## src/rtl/issue_pkg.sv

```systemverilog
// Shared types for the dual-lane issue stage: FSM state, the x0 register
// specifier, and the packed per-slot payload used by the hold and lane registers.
package issue_pkg;

    localparam int DATA_W    = 32;
    localparam int REG_W     = 5;
    localparam int CTRL_BITS = 5;

    localparam logic [REG_W-1:0] REG_X0 = '0;

    typedef enum logic {
        PAIR  = 1'b0,
        SPLIT = 1'b1
    } issue_state_t;

    typedef struct packed {
        logic [REG_W-1:0]     rd;
        logic [REG_W-1:0]     rs1;
        logic [REG_W-1:0]     rs2;
        logic                 reg_write;
        logic                 use_rs2;
        logic [CTRL_BITS-1:0] ctrl;
        logic [DATA_W-1:0]    imm;
    } slot_t;

endpackage

```

## src/rtl/pair_hazard_check.sv

```systemverilog
// Intra-pair hazard detection between slot A (older) and slot B (younger).
// Purely combinational; a write to x0 never creates a hazard.
module pair_hazard_check
    import issue_pkg::*;
(
    input  slot_t slot_a,
    input  slot_t slot_b,
    input  logic  slotB_valid,
    output logic  raw,
    output logic  waw,
    output logic  split
);

    logic a_writes;

    assign a_writes = slot_a.reg_write && (slot_a.rd != REG_X0);

    assign raw = slotB_valid && a_writes &&
                 ((slot_b.rs1 == slot_a.rd) ||
                  (slot_b.use_rs2 && (slot_b.rs2 == slot_a.rd)));

    assign waw = slotB_valid && a_writes && slot_b.reg_write &&
                 (slot_b.rd == slot_a.rd);

    assign split = raw || waw;

endmodule

```

## src/rtl/dual_issue_ctrl.sv

```systemverilog
// Dual-lane issue stage. Takes a decoded pair per cycle, issues both slots
// together or splits them over two cycles when slot B depends on slot A,
// and drives registered lane-A/lane-B outputs toward execute.
// Optional build macro ISSUE_STATS_EN adds saturating dual/split issue counters.
module dual_issue_ctrl
    import issue_pkg::*;
#(
    parameter int DATA_WIDTH = DATA_W,
    parameter int REG_ADDR_W = REG_W,
    parameter int CTRL_W     = CTRL_BITS
) (
    input  logic                  clk,
    input  logic                  rst,
    input  logic                  flush_i,
    input  logic                  in_valid_i,
    output logic                  in_ready_o,
    input  logic                  slotB_valid_i,
    input  logic [REG_ADDR_W-1:0] rdA_i,
    input  logic [REG_ADDR_W-1:0] rs1A_i,
    input  logic [REG_ADDR_W-1:0] rs2A_i,
    input  logic [REG_ADDR_W-1:0] rdB_i,
    input  logic [REG_ADDR_W-1:0] rs1B_i,
    input  logic [REG_ADDR_W-1:0] rs2B_i,
    input  logic                  regWriteA_i,
    input  logic                  regWriteB_i,
    input  logic                  useRs2A_i,
    input  logic                  useRs2B_i,
    input  logic [CTRL_W-1:0]     ctrlA_i,
    input  logic [CTRL_W-1:0]     ctrlB_i,
    input  logic [DATA_WIDTH-1:0] immA_i,
    input  logic [DATA_WIDTH-1:0] immB_i,
    input  logic                  ex_ready_i,
    output logic                  issA_valid_o,
    output logic                  issB_valid_o,
    output logic [CTRL_W-1:0]     issA_ctrl_o,
    output logic [CTRL_W-1:0]     issB_ctrl_o,
    output logic [DATA_WIDTH-1:0] issA_imm_o,
    output logic [DATA_WIDTH-1:0] issB_imm_o,
    output logic [REG_ADDR_W-1:0] issA_rd_o,
    output logic [REG_ADDR_W-1:0] issA_rs1_o,
    output logic [REG_ADDR_W-1:0] issA_rs2_o,
    output logic [REG_ADDR_W-1:0] issB_rd_o,
    output logic [REG_ADDR_W-1:0] issB_rs1_o,
    output logic [REG_ADDR_W-1:0] issB_rs2_o,
    output logic                  issA_regWrite_o,
    output logic                  issB_regWrite_o
`ifdef ISSUE_STATS_EN
   ,output logic [31:0]           statDual_o,
    output logic [31:0]           statSplit_o
`endif
);

    issue_state_t state_q;
    slot_t        hold_q;
    slot_t        lane_a_q;
    slot_t        lane_b_q;
    logic         a_valid_q;
    logic         b_valid_q;

    slot_t        slot_a;
    slot_t        slot_b;
    logic         hz_raw;
    logic         hz_waw;
    logic         hz_split;
    logic         hz_unused;
    logic         pair_fire;

    assign slot_a = '{rd: rdA_i, rs1: rs1A_i, rs2: rs2A_i, reg_write: regWriteA_i,
                      use_rs2: useRs2A_i, ctrl: ctrlA_i, imm: immA_i};
    assign slot_b = '{rd: rdB_i, rs1: rs1B_i, rs2: rs2B_i, reg_write: regWriteB_i,
                      use_rs2: useRs2B_i, ctrl: ctrlB_i, imm: immB_i};

    pair_hazard_check u_hazard (
        .slot_a      (slot_a),
        .slot_b      (slot_b),
        .slotB_valid (slotB_valid_i),
        .raw         (hz_raw),
        .waw         (hz_waw),
        .split       (hz_split)
    );

    // Individual hazard kinds are only needed for debug visibility.
    assign hz_unused = hz_raw ^ hz_waw;

    // A pair is taken only in PAIR state with execute ready and no flush or reset.
    assign in_ready_o = !rst && (state_q == PAIR) && ex_ready_i && !flush_i;
    assign pair_fire  = in_valid_i && in_ready_o;

    // Issue FSM and lane/hold registers; everything holds while execute stalls.
    // NOTE: non-blocking assignments so every register samples pre-edge values;
    // the hold register is plain flops and is cleared explicitly on reset/flush.
    always_ff @(posedge clk) begin
        if (rst) begin
            state_q   <= PAIR;
            hold_q    <= '0;
            lane_a_q  <= '0;
            lane_b_q  <= '0;
            a_valid_q <= 1'b0;
            b_valid_q <= 1'b0;
        end else if (flush_i) begin
            state_q   <= PAIR;
            hold_q    <= '0;
            a_valid_q <= 1'b0;
            b_valid_q <= 1'b0;
        end else if (ex_ready_i) begin
            case (state_q)
                PAIR: begin
                    if (pair_fire) begin
                        lane_a_q  <= slot_a;
                        a_valid_q <= 1'b1;
                        if (hz_split) begin
                            hold_q    <= slot_b;
                            b_valid_q <= 1'b0;
                            state_q   <= SPLIT;
                        end else begin
                            // Invalid lane keeps its old payload so it stays deterministic.
                            if (slotB_valid_i) begin
                                lane_b_q <= slot_b;
                            end
                            b_valid_q <= slotB_valid_i;
                        end
                    end else begin
                        a_valid_q <= 1'b0;
                        b_valid_q <= 1'b0;
                    end
                end
                SPLIT: begin
                    lane_b_q  <= hold_q;
                    b_valid_q <= 1'b1;
                    a_valid_q <= 1'b0;
                    hold_q    <= '0;
                    state_q   <= PAIR;
                end
            endcase
        end
    end

    assign issA_valid_o    = a_valid_q;
    assign issB_valid_o    = b_valid_q;
    assign issA_ctrl_o     = lane_a_q.ctrl;
    assign issB_ctrl_o     = lane_b_q.ctrl;
    assign issA_imm_o      = lane_a_q.imm;
    assign issB_imm_o      = lane_b_q.imm;
    assign issA_rd_o       = lane_a_q.rd;
    assign issA_rs1_o      = lane_a_q.rs1;
    assign issA_rs2_o      = lane_a_q.rs2;
    assign issB_rd_o       = lane_b_q.rd;
    assign issB_rs1_o      = lane_b_q.rs1;
    assign issB_rs2_o      = lane_b_q.rs2;
    assign issA_regWrite_o = lane_a_q.reg_write;
    assign issB_regWrite_o = lane_b_q.reg_write;

`ifdef ISSUE_STATS_EN
    logic [31:0] dual_cnt_q;
    logic [31:0] split_cnt_q;

    // Saturating issue statistics; only reset clears them, flush does not.
    always_ff @(posedge clk) begin
        if (rst) begin
            dual_cnt_q  <= '0;
            split_cnt_q <= '0;
        end else begin
            if (pair_fire && slotB_valid_i && !hz_split && (dual_cnt_q != 32'hFFFF_FFFF)) begin
                dual_cnt_q <= dual_cnt_q + 32'd1;
            end
            if (pair_fire && hz_split && (split_cnt_q != 32'hFFFF_FFFF)) begin
                split_cnt_q <= split_cnt_q + 32'd1;
            end
        end
    end

    assign statDual_o  = dual_cnt_q;
    assign statSplit_o = split_cnt_q;
`endif

endmodule
```

## config.mk

```make
export PLATFORM = sky130hd
export DESIGN_NAME = dual_issue_ctrl
export DESIGN_NICKNAME = d
export VERILOG_FILES = /design/src/rtl/issue_pkg.sv /design/src/rtl/pair_hazard_check.sv /design/src/rtl/dual_issue_ctrl.sv
export SDC_FILE = /design/constraint.sdc
export NUM_CORES = 1
export LEC_CHECK = 0
export CORE_ASPECT_RATIO = 0.7
export CORE_MARGIN = 2
export CORE_UTILIZATION = 35
export CTS_CLUSTER_DIAMETER = 40
export DETAILED_ROUTE_END_ITERATION = 8
export HOLD_SLACK_MARGIN = 0.1
export SYNTH_ARGS = -nofsm -noshare
export SYNTH_HDL_FRONTEND = slang
export SYNTH_SLANG_ARGS = --single-unit
```

## constraint.sdc

```tcl
create_clock -name clk -period 7.2 [get_ports clk]
set_clock_uncertainty 0.15 [all_clocks]
set_input_delay 1.44 -clock clk [delete_from_list [all_inputs] [get_ports clk]]
set_output_delay 1.44 -clock clk [all_outputs]
set_load 0.01 [all_outputs]
```

# ---- Word-level counts from Yosys, hierarchy flattened
# Index checks and enable logic that the tools add are counted.
dict set report word_totals {
  reg_bits 163
  in_bits 114
}
dict set report op_classes {
  eq_ne 7
  mux 15
  bitwise_logic 2
  reduce_logical 19
}
# cell n
set op_table {}
lappend op_table {{$mux 54} 5}
lappend op_table {{$pmux 54 s2} 2}
lappend op_table {{$eq 5x5->1} 3}
lappend op_table {{$logic_and 1x1->1} 10}
lappend op_table {{$ne 2x2->1 const B} 4}
lappend op_table {{$pmux 1 s2} 3}
lappend op_table {{$mux 1} 5}
lappend op_table {{$reduce_and 5->1} 1}
lappend op_table {{$reduce_bool 5->1} 1}
lappend op_table {{$reduce_and 4->1} 1}
lappend op_table {{$reduce_and 3->1} 1}
lappend op_table {{$logic_not 1->1} 2}
lappend op_table {{$logic_or 1x1->1} 2}
lappend op_table {{$not 1->1} 2}
lappend op_table {{$reduce_or 2->1} 1}

# ---- Longest topological paths before layout
# Gate-level depths: netlist of the first run.
dict set report depth {
  ltp_word 9
  mapped_depth 10
  mapped_depth_nobuf 6
}

# ---- By module
# A second synthesis of the first run with hierarchy kept.
dict set report hier_totals {
  hier_cells 721
  hier_area_um2 6964.2
}
# mod n_inst cells_each area_each_um2 seq_area_each_um2
set by_module_without_submodules {}
lappend by_module_without_submodules {dual_issue_ctrl 1 695 6757.7 3243.1}
lappend by_module_without_submodules {pair_hazard_check 1 26 206.4 0.0}

# ---- Least setup slack after synthesis of the first run
# No wires, ideal clock.
dict set report synth_timing {
  path_type {input-to-reg}
  from {input port rst}
  to {register lane_b_q (netlist bit issB_ctrl_o[0])}
  setup_time_ns 0.123
  arrival_time_ns 3.323
  required_ns 6.927
  path_slack_ns 3.604
  stages 10
  n_path_buf 4
  cell_sequence {buf_2 -> nor4b_4 -> and2_1 -> buf_2 -> nand2_1 -> nand4b_1 -> a211o_1 -> buf_2 -> buf_6 -> mux2_1}
}
dict set report synth_between {
  elab_chain_cells 7
}
# element line
set synth_rtl {}
lappend synth_rtl {{start, declared} dual_issue_ctrl.sv:13} ;# input logic rst,
lappend synth_rtl {{$logic_not 1->1} dual_issue_ctrl.sv:86} ;# assign in_ready_o = !rst && (state_q == PAIR) && ex_ready_i && !flush_i;
lappend synth_rtl {{$logic_and 1x1->1 (3 in a row)} dual_issue_ctrl.sv:86}
lappend synth_rtl {{via in_ready_o} dual_issue_ctrl.sv:16} ;# output logic in_ready_o,
lappend synth_rtl {{$logic_and 1x1->1} dual_issue_ctrl.sv:87} ;# assign pair_fire = in_valid_i && in_ready_o;
lappend synth_rtl {{$ne 2x2->1 (no line)} n/a}
lappend synth_rtl {{$reduce_and 5->1 (no line)} n/a}
lappend synth_rtl {{end signal, assigned} dual_issue_ctrl.sv:118} ;# lane_b_q <= slot_b;
lappend synth_rtl {{end signal, assigned} dual_issue_ctrl.sv:128} ;# lane_b_q <= hold_q;
lappend synth_rtl {{end, declared} dual_issue_ctrl.sv:56} ;# slot_t lane_b_q;
# The timed path passes the listed nets, and every way through them passes these cells.
# A chain may end at the register's enable or synchronous reset.

# ---- Final worst setup path of the first run
dict set report layout_timing {
  from {input port ex_ready_i}
  to {register hold_q[26] (netlist bit)}
}
dict set report layout_between {
  elab_chain_cells 5
}
# element line
set layout_rtl {}
lappend layout_rtl {{start, declared} dual_issue_ctrl.sv:32} ;# input logic ex_ready_i,
lappend layout_rtl {{$logic_and 1x1->1 (2 in a row)} dual_issue_ctrl.sv:86}
lappend layout_rtl {{$logic_and 1x1->1} dual_issue_ctrl.sv:87}
lappend layout_rtl {{$ne 2x2->1 (no line)} n/a}
lappend layout_rtl {{$reduce_and 3->1 (no line) (*)} n/a}
lappend layout_rtl {{end signal, assigned} dual_issue_ctrl.sv:112} ;# hold_q <= slot_b;
lappend layout_rtl {{end, declared} dual_issue_ctrl.sv:54} ;# slot_t hold_q;
# Mark *: on every way between the ends. The rest lies on a longest branch, timed or not.

==> metrics.cfg, run 1 <==
[timing]
setup_violations=0
timing.hold.ws_ns=0.304
max_slew.worst_pin.slew_ns=1.07
hold_viol=0
setup_tns_ns=0
rsz0062_at_grt=false
fin_crit_ns=4.76
drv_slew=0
max_slew_margin_pct=28.5
max_freq_ghz=0.210
finalCritPeriodShare_pct=66.1

[yosys]
synth_warnings=0
yosys-top-cells-area=dfxtp_1 (49%), mux2_1 (8.5%), mux2i_1 (8.2%), a22o_1 (7.0%), nand2_1 (6.2%)
ys_ff_latch=162
syn_nets=795
synth_mux_area_share_pct=17.2
synth_edf_count=0
ys_types=33
synthArstFlopShare_pct=0
synth-xor-area-share_pct=1.99
yosysTopAreaCellShare_pct=49.0
synth_top_family_by_area=multiplexers
synth_top_area_cell=dfxtp_1
ys_seq_area_share_pct=49.0
synthFlopType=dfxtp_1
synthSimpleGateAreaFrac_pct=15.7
synth-compound-area-share_pct=12.3
yosys.area_share.adder_pct=0
synth.avg_cell_area_um2=9.71
syn_inst=681
netlist_area_um2=6610

[placement]
place_congestion=0.757
hpwlAfterDp_um=11900
numPlacedInstances=1096
io_buffers=221

[finish]
ff_latch_area_um2=3250
final_common_cell=clkdlybuf4s50_1
fillers=1689
finish.cell_count_without_fillers=1128
mostFrequentLayoutCells=clkdlybuf4s50_1 (220), dfxtp_1 (161), nand2_1 (108)
largest_reg_flops=53
drive_above_1_share_pct=5.30
multi_input_area_um2=3140
antennaDiodeCount=0
nNetsFinal=987
syn2layout_area_growth_pct=44.2
final_util_pct=51.0
top_register=hold_q

[floorplan]
start_util_pct=35.3
dieHeight_um=119
rows=42
core_um2=18700
boundaryPins=223
dieArea_um2=20000
die_w_um=168

[worst_setup_path]
crit_chain=clkdlybuf4s50_1 -> nor4b_4 -> nand2_2 -> a311oi_4 -> buf_4 -> o22ai_4 -> buf_4 -> a22o_1
slowest_delay_ns=0.65
worst-setup-path-type=input pin to flip-flop
rr_startpoint=state_q$_SDFFE_PP0P_
crit_path_top_delay_cell=nand2_2
r2r-end=hold_q[26]$_SDFFE_PP0P_
cp-end-kind=flip-flop
crit_top_cell=buf_4
reg2reg_slack_ns=3.29
crit_fanout=55
crit_required_ns=7.36
start_kind=input pin
reg2reg_depth=7
critPathArrivalTime_ns=4.92

[hold_path]
hold_path.class=flip-flop to flip-flop
hold_depth=2
hold_path_startpoint=issA_imm_o[29]$_SDFFE_PP0P_
holdPathEnd=issA_imm_o[29]$_SDFFE_PP0P_

[global_route]
overflow=0
grt_max_degree=100
grt_usage_pct=18.2
grt_pass1_wl_um=28900
grt_pass1_vias=5479
antenna_found_initial=0

[route]
viasPerCell=4.88
ant_nets=0
drtPass1Iterations=4
drcViolationCount=0
wl_per_cell_um=16.1
wirelength_um=18100
drt_iter0_markers=280
route.vias.total=5502

[clock_network]
clk_pin_slew_ns=0.06
cts_hold_buf=0
clock_sinks=162
insertion_delay_ns=0.42
cts_buffers=17
cts_root_buf=clkbuf_16
post_cts_buffers=0
cts_tree=yes
htreeDepth=4
post_cts_resized=0
cts_buffer_depth=2

[pwr]
power_leakage_uw=0.00351
powerDensity_nw_per_um2=210
ir_drop_uv=134

[flow_run]
max_cap_viol_count=0

[status]
status=completed

## per-stage QoR
step / total power [uW] / instance area, um^2 / setup WS (ns)
floorplan: 992 / 6610 / 3.60
global placement: 1090 / 8930 / 2.09
detailed placement: 1100 / 8930 / 2.00
CTS: 2030 / 9540 / 2.43
global route: 2090 / 9540 / 2.25
finish: 2000 / 9540 / 2.44
## worst max-delay path, delay by kind of cell
family / cells / cell delay (ns)
compound gates: 3 / 0.86
buf+inv: 3 / 1.62
simple gates: 2 / 0.95
## how the worst max path moves through the flow
stage | startpoint | endpoint | slack [ns] | cells after the start
6_report | ex_ready_i | hold_q[26]$_SDFFE_PP0P_ | 2.44 | 8
5_1_grt | ex_ready_i | hold_q[30]$_SDFFE_PP0P_ | 2.25 | 8
4_1_cts | ex_ready_i | hold_q[15]$_SDFFE_PP0P_ | 2.43 | 8
3_5_place_dp | ex_ready_i | hold_q[35]$_SDFFE_PP0P_ | 2.00 | 8
3_3_place_gp | ex_ready_i | hold_q[32]$_SDFFE_PP0P_ | 2.09 | 8
2_1_floorplan | rst | issB_ctrl_o[0]$_SDFFE_PP0P_ | 3.60 | 10
## cell type report
class	instances	area share, %
clock buffer	21	4.72
clock inverter	11	1.59
inverter	1	0.0394
multi-input combinational	466	32.9
sequential	162	34.0
tap	242	3.18
timing repair buffer	225	23.5
## layer usage
| layer | global-route usage, % | share of wire [%] | vias up |
|---|---|---|---|
| met3 | 5.68 | 5.7 | 15 |
| met1 | 24.1 | 47 | 2643 |
| met4 | 4.69 | 1.0 | 0 |
| li1 | - | - | 2710 |
| met2 | 28.9 | 46 | 134 |
| met5 | 0 | 0 | - |
## synthesized netlist by cell type, types with 2 or more instances
library cell	instances
dfxtp_1	162
nand2_1	109
a21oi_1	55
mux2i_1	54
nor2_1	54
a22o_1	53
nor2b_1	53
mux2_1	50
clkbuf_1	31
xor2_1	11
buf_1	8
buf_2	8
buf_6	5
xnor2_1	4
mux2_2	3
nand3_1	3
nor4_1	2
## cells by family (layout without fill, tap and decap cells)
| group | count (synthesis) | in the layout |
|---|---|---|
| buffers and inverters | 53 | 258 |
| flip-flops | 162 | 162 |
| XOR/XNOR | 15 | 15 |
| multiplexers | 107 | 107 |
| AND/OR/NAND/NOR | 229 | 229 |
| AO/OA/AOI/OAI | 115 | 115 |
## power by group
part / leakage (uW) / switching, uW / internal [uW]
logic: 0.00191 / 74.6 / 91.1
registers: 0.00131 / 4.58 / 905
clock network: 0.000289 / 371 / 559
total: 0.00351 / 450 / 1550
Power figures use the tool's default switching activity.
==> inputs of run 2 (changes only) <==
==> constraint.sdc (replaced) <==
create_clock -name clk -period 4.95 [get_ports clk]
set_clock_uncertainty 0.15 [all_clocks]
set_input_delay 0.99 -clock clk [delete_from_list [all_inputs] [get_ports clk]]
set_output_delay 0.99 -clock clk [all_outputs]
set_load 0.01 [all_outputs]
==> run 2 against run 1 <==
Effect of this change: core utilization increased by 0.053 points; critical path type is now input pin to output pin; first-iteration DRC count shrank 5.0%; via count shrank 0.71%; critical path depth fell by 5; largest power group is now sequential cells; sequential share of layout area about the same; cell count grew 0.27%; highest routed layer unchanged; hold slack improved by 0.0021 ns; clock power increased by 41%; combinational power grew 45%; register-to-register slack got worse by 1.0 ns; largest cell class unchanged.
==> metrics.cfg, run 2 (same netlist as run 1, synthesis figures left out) <==
[worst_setup_path]
reg2reg_depth=5
worst-setup-path-type=input pin to output pin
crit_fanout=5
rr_startpoint=state_q$_SDFFE_PP0P_
cp-end-kind=output pin
reg2reg_slack_ns=2.27
crit_required_ns=3.81
cp-startpoint=ex_ready_i
r2r-end=issB_imm_o[17]$_SDFFE_PP0P_
critPathArrivalTime_ns=2.55
start_kind=input pin
endpoint=in_ready_o

[timing]
finalCritPeriodShare_pct=74.5
setup_tns_ns=0
setup_violations=0
max_slew.worst_pin.slew_ns=1.11
worst_slack_ns=1.26
max_freq_ghz=0.271
timing.hold.ws_ns=0.306
rsz0062_at_grt=false
drv_slew=0
max_slew_margin_pct=25.9
hold_viol=0
fin_crit_ns=3.69

[finish]
largest_reg_flops=53
finalInstanceArea_um2=9550
top_register=hold_q
ff_latch_area_um2=3250
nNetsFinal=990
antennaDiodeCount=0
final_common_cell=clkdlybuf4s50_1
drive_above_1_share_pct=5.96
multi_input_area_um2=3140
syn2layout_area_growth_pct=44.4
finish.cell_count_without_fillers=1131
mostFrequentLayoutCells=clkdlybuf4s50_1 (220), dfxtp_1 (161), nand2_1 (108)
fillers=1685

[pwr]
power_leakage_uw=0.00352
p_clk_share_pct=45.6
power.internal_uw=2170
swShare_pct=24.3
seq_power_share_pct=46.0
powerDensity_nw_per_um2=301
ir_drop_uv=137
switchingPower_uw=699
power_frac_comb_pct=8.4

[clock_network]
cts_hold_buf=0
cts_root_buf=clkbuf_16
clock_sinks=162
clk_pin_slew_ns=0.06
cts_tree=yes
cts_buffers=17
post_cts_buffers=0
post_cts_resized=0
cts_buffer_depth=2
htreeDepth=4
insertion_delay_ns=0.42

[global_route]
grt_pass1_vias=5477
antenna_found_initial=0
grt_max_degree=108
grt_pass1_wl_um=28700
grt_usage_pct=18.2
overflow=0

[floorplan]
core_um2=18700
die_w_um=168
dieHeight_um=119
boundaryPins=223
dieArea_um2=20000
rows=42
start_util_pct=35.3

[route]
drt_iter0_markers=266
drcViolationCount=0
viasPerCell=4.83
ant_nets=0
drtPass1Iterations=4
wirelength_um=18200
wl_per_cell_um=16.1
route.vias.total=5463

[placement]
io_buffers=221
place_congestion=0.755
dp_slack_ns=0.932
numPlacedInstances=1099
hpwlAfterDp_um=11900
postPlaceCellArea_um2=8960

[hold_path]
hold_depth=2
hold_path.class=flip-flop to flip-flop

[status]
status=completed

[flow_run]
max_cap_viol_count=0

[run 2: cell count changes in the layout (fill, tap and decap cells not counted), sizes merged]
cell and delta:
inv +1, clkbuf -3, clkinv +5, bufinv -2, buf +3, clkinvlp -1
[run 2: worst min-delay path by stage]
stage / startpoint / endpoint / slack [ns]
after floorplan: hold_q[0]$_SDFFE_PP0P_ / hold_q[0]$_SDFFE_PP0P_ / 0.29
after global placement: issA_rs1_o[3]$_SDFFE_PP0P_ / issA_rs1_o[3]$_SDFFE_PP0P_ / 0.29
after detailed placement: issA_imm_o[13]$_SDFFE_PP0P_ / issA_imm_o[13]$_SDFFE_PP0P_ / 0.30
after CTS: issA_imm_o[13]$_SDFFE_PP0P_ / issA_imm_o[13]$_SDFFE_PP0P_ / 0.31
after global routing: issA_imm_o[10]$_SDFFE_PP0P_ / issA_imm_o[10]$_SDFFE_PP0P_ / 0.32
final: issA_rs1_o[1]$_SDFFE_PP0P_ / issA_rs1_o[1]$_SDFFE_PP0P_ / 0.31
[run 2: worst max-delay path, cell delays in order]
cell	delay, ns
clkdlybuf4s50_1	0.63
nor4b_4	0.31
clkdlybuf4s50_1	0.62
[run 2: cell type report]
type	count	area share, %
inverters	1	0.0393
repair buffers	228	23.7
multi-input cells	466	32.9
well taps	242	3.17
clock inverters	14	1.57
clock buffers	18	4.60
flip-flops and latches	162	34.0
[run 2: metrics by stage]
step / utilization (%) / power (uW)
2_1_floorplan: - / 1440
3_3_place_gp: 47.9 / 1590
3_5_place_dp: 47.9 / 1590
4_1_cts: 51.0 / 2910
5_1_grt: 51.0 / 2990
6_report: 51.0 / 2870
[run 2: metal layers]
layer | vias up | share of wire (%) | global-route usage (%)
met5 | - | 0 | 0
met1 | 2626 | 48 | 23.6
met4 | 0 | 0.89 | 4.85
met3 | 12 | 4.9 | 5.58
met2 | 115 | 46 | 29.5
li1 | 2710 | - | -
[run 2: power by group through the flow]
stage / combinational, uW / sequential, uW / clock (uW)
finish: 241 / 1320 / 1310
global route: 260 / 1320 / 1410
global placement: 238 / 1350 / 0
CTS: 243 / 1320 / 1350
detailed placement: 241 / 1350 / 0
floorplan: 85.8 / 1360 / 0
==> inputs of run 3 (changes only) <==
--- a/config.mk
+++ b/config.mk
@@ -11,6 +11,7 @@
 export CTS_CLUSTER_DIAMETER = 40
 export DETAILED_ROUTE_END_ITERATION = 8
 export HOLD_SLACK_MARGIN = 0.1
+export PLACE_DENSITY = 0.67
 export SYNTH_ARGS = -nofsm -noshare
 export SYNTH_HDL_FRONTEND = slang
 export SYNTH_SLANG_ARGS = --single-unit
==> constraint.sdc (replaced) <==
create_clock -name clk -period 3.3 [get_ports clk]
set_clock_uncertainty 0.15 [all_clocks]
set_input_delay 0.66 -clock clk [delete_from_list [all_inputs] [get_ports clk]]
set_output_delay 0.66 -clock clk [all_outputs]
set_load 0.01 [all_outputs]
==> run 3 against run 2 <==
Effect of this change: total power is 50% higher; count of clock-buffer cells in the layout increased by 4; wire length is 2.6% lower; critical path depth unchanged; core utilization rose by 0.82 points; die area unchanged; clock power increased by 48%; sequential power rose by 50%; via count fell by 0.68%; non-clock buffer count increased by 11; hold slack got worse by 0.0037 ns; critical path type unchanged; first-iteration DRC count grew 18%.
==> metrics.cfg, run 3 (same netlist as run 1, synthesis figures left out) <==
[clock_network]
cts_root_buf=clkbuf_16
post_cts_resized=0
cts_tree=yes
cts_hold_buf=0
post_cts_buffers=0
cts_buffer_depth=2
insertion_delay_ns=0.42
htreeDepth=4
clock_sinks=162
clk_pin_slew_ns=0.06
cts_buffers=17

[hold_path]
hold_depth=2
hold_path.class=flip-flop to flip-flop
holdPathEnd=issA_imm_o[10]$_SDFFE_PP0P_
hold_path_startpoint=issA_imm_o[10]$_SDFFE_PP0P_

[floorplan]
boundaryPins=223
dieHeight_um=119
core_um2=18700
die_w_um=168
rows=42
start_util_pct=35.3
dieArea_um2=20000

[placement]
numPlacedInstances=1110
dp_slack_ns=-0.0250
io_buffers=221
place_congestion=0.763
hpwlAfterDp_um=11700

[flow_run]
max_cap_viol_count=0

[finish]
mostFrequentLayoutCells=clkdlybuf4s50_1 (220), dfxtp_1 (161), nand2_1 (108)
final_common_cell=clkdlybuf4s50_1
syn2layout_area_growth_pct=46.7
drive_above_1_share_pct=6.67
nNetsFinal=1001
largest_reg_flops=53
final_util_pct=51.8
finish.cell_count_without_fillers=1141
antennaDiodeCount=0
top_register=hold_q

[route]
ant_nets=0
wl_per_cell_um=15.5
drt_iter0_markers=315
wirelength_um=17700
drtPass1Iterations=4
viasPerCell=4.76
drcViolationCount=0
route.vias.total=5426

[timing]
finalCritPeriodShare_pct=88.0
hold_viol=0
worst_slack_ns=0.396
drv_slew=0
max_slew.worst_pin.slew_ns=0.921
max_freq_ghz=0.344
rsz0062_at_grt=false
setup_violations=0
fin_crit_ns=2.90
timing.hold.ws_ns=0.302
max_slew_margin_pct=38.6

[pwr]
power_leakage_uw=0.00359
ir_drop_uv=227
powerDensity_nw_per_um2=444

[worst_setup_path]
reg2reg_slack_ns=0.80
cp-end-kind=output pin
crit_required_ns=2.49
critPathArrivalTime_ns=2.09
rr_startpoint=state_q$_SDFFE_PP0P_
reg2reg_depth=5
r2r-end=issB_imm_o[2]$_SDFFE_PP0P_
worst-setup-path-type=input pin to output pin
crit_fanout=4
start_kind=input pin

[global_route]
grt_usage_pct=17.9
grt_max_degree=162
antenna_found_initial=1
overflow=0
grt_pass1_wl_um=28300
grt_pass1_vias=5225

[status]
status=completed

run 3: cell types whose count changed in the layout (fill, tap and decap cells not counted), sizes merged:
cell      before  now
buf            8   19
inv            6    1
clkinvlp       1    2
bufinv         1    2
clkbuf        18   22
clkinv         7    5
run 3: stage by stage:
stage,TNS [ns],total power (uW),instance area [um^2]
after floorplan,0,2170,6610
after global placement,0,2400,9130
after detailed placement,-0.139,2410,9130
after CTS,0,4360,9700
after global routing,0,4490,9700
final,0,4300,9700
run 3: area by class of cell:
cell class              instances  area, um^2
repair buffers                239        2430
well taps                     242         303
multi-input cells             466        3140
fillers                      1753        9010
clock buffers                  22         464
inverters                       1        3.75
clock inverters                 9         108
flip-flops and latches        162        3250
run 3: routing by layer:
layer	vias to the layer above	GRT usage, %	wire length (um)	share of wire, %
li1	2726	-	-	-
met1	2542	25.2	8860	50
met2	140	26.0	7360	42
met3	16	6.38	1300	7.4
met4	2	4.58	166	0.94
met5	-	0	17	0.096
run 3: worst max-delay path: stages:
cell and delay [ns]:
clkdlybuf4s50_1 0.49, nor4b_4 0.32, clkdlybuf4s50_1 0.63
run 3: worst max-delay path by stage:
stage | from | end | cells after the start
6_report | flush_i | in_ready_o | 3
5_1_grt | rdA_i[2] | issB_imm_o[15]$_SDFFE_PP0P_ | 8
4_1_cts | flush_i | in_ready_o | 3
3_5_place_dp | rdA_i[2] | issB_imm_o[13]$_SDFFE_PP0P_ | 8
3_3_place_gp | rdA_i[0] | issB_imm_o[15]$_SDFFE_PP0P_ | 7
2_1_floorplan | rst | issB_ctrl_o[0]$_SDFFE_PP0P_ | 10
run 3: report_power, final:
| part | total [uW] | switching [uW] | internal (uW) |
|---|---|---|---|
| Clock | 1940 | 793 | 1150 |
| Sequential | 1980 | 9.12 | 1970 |
| Combinational | 378 | 165 | 213 |
| Total | 4300 | 966 | 3340 |
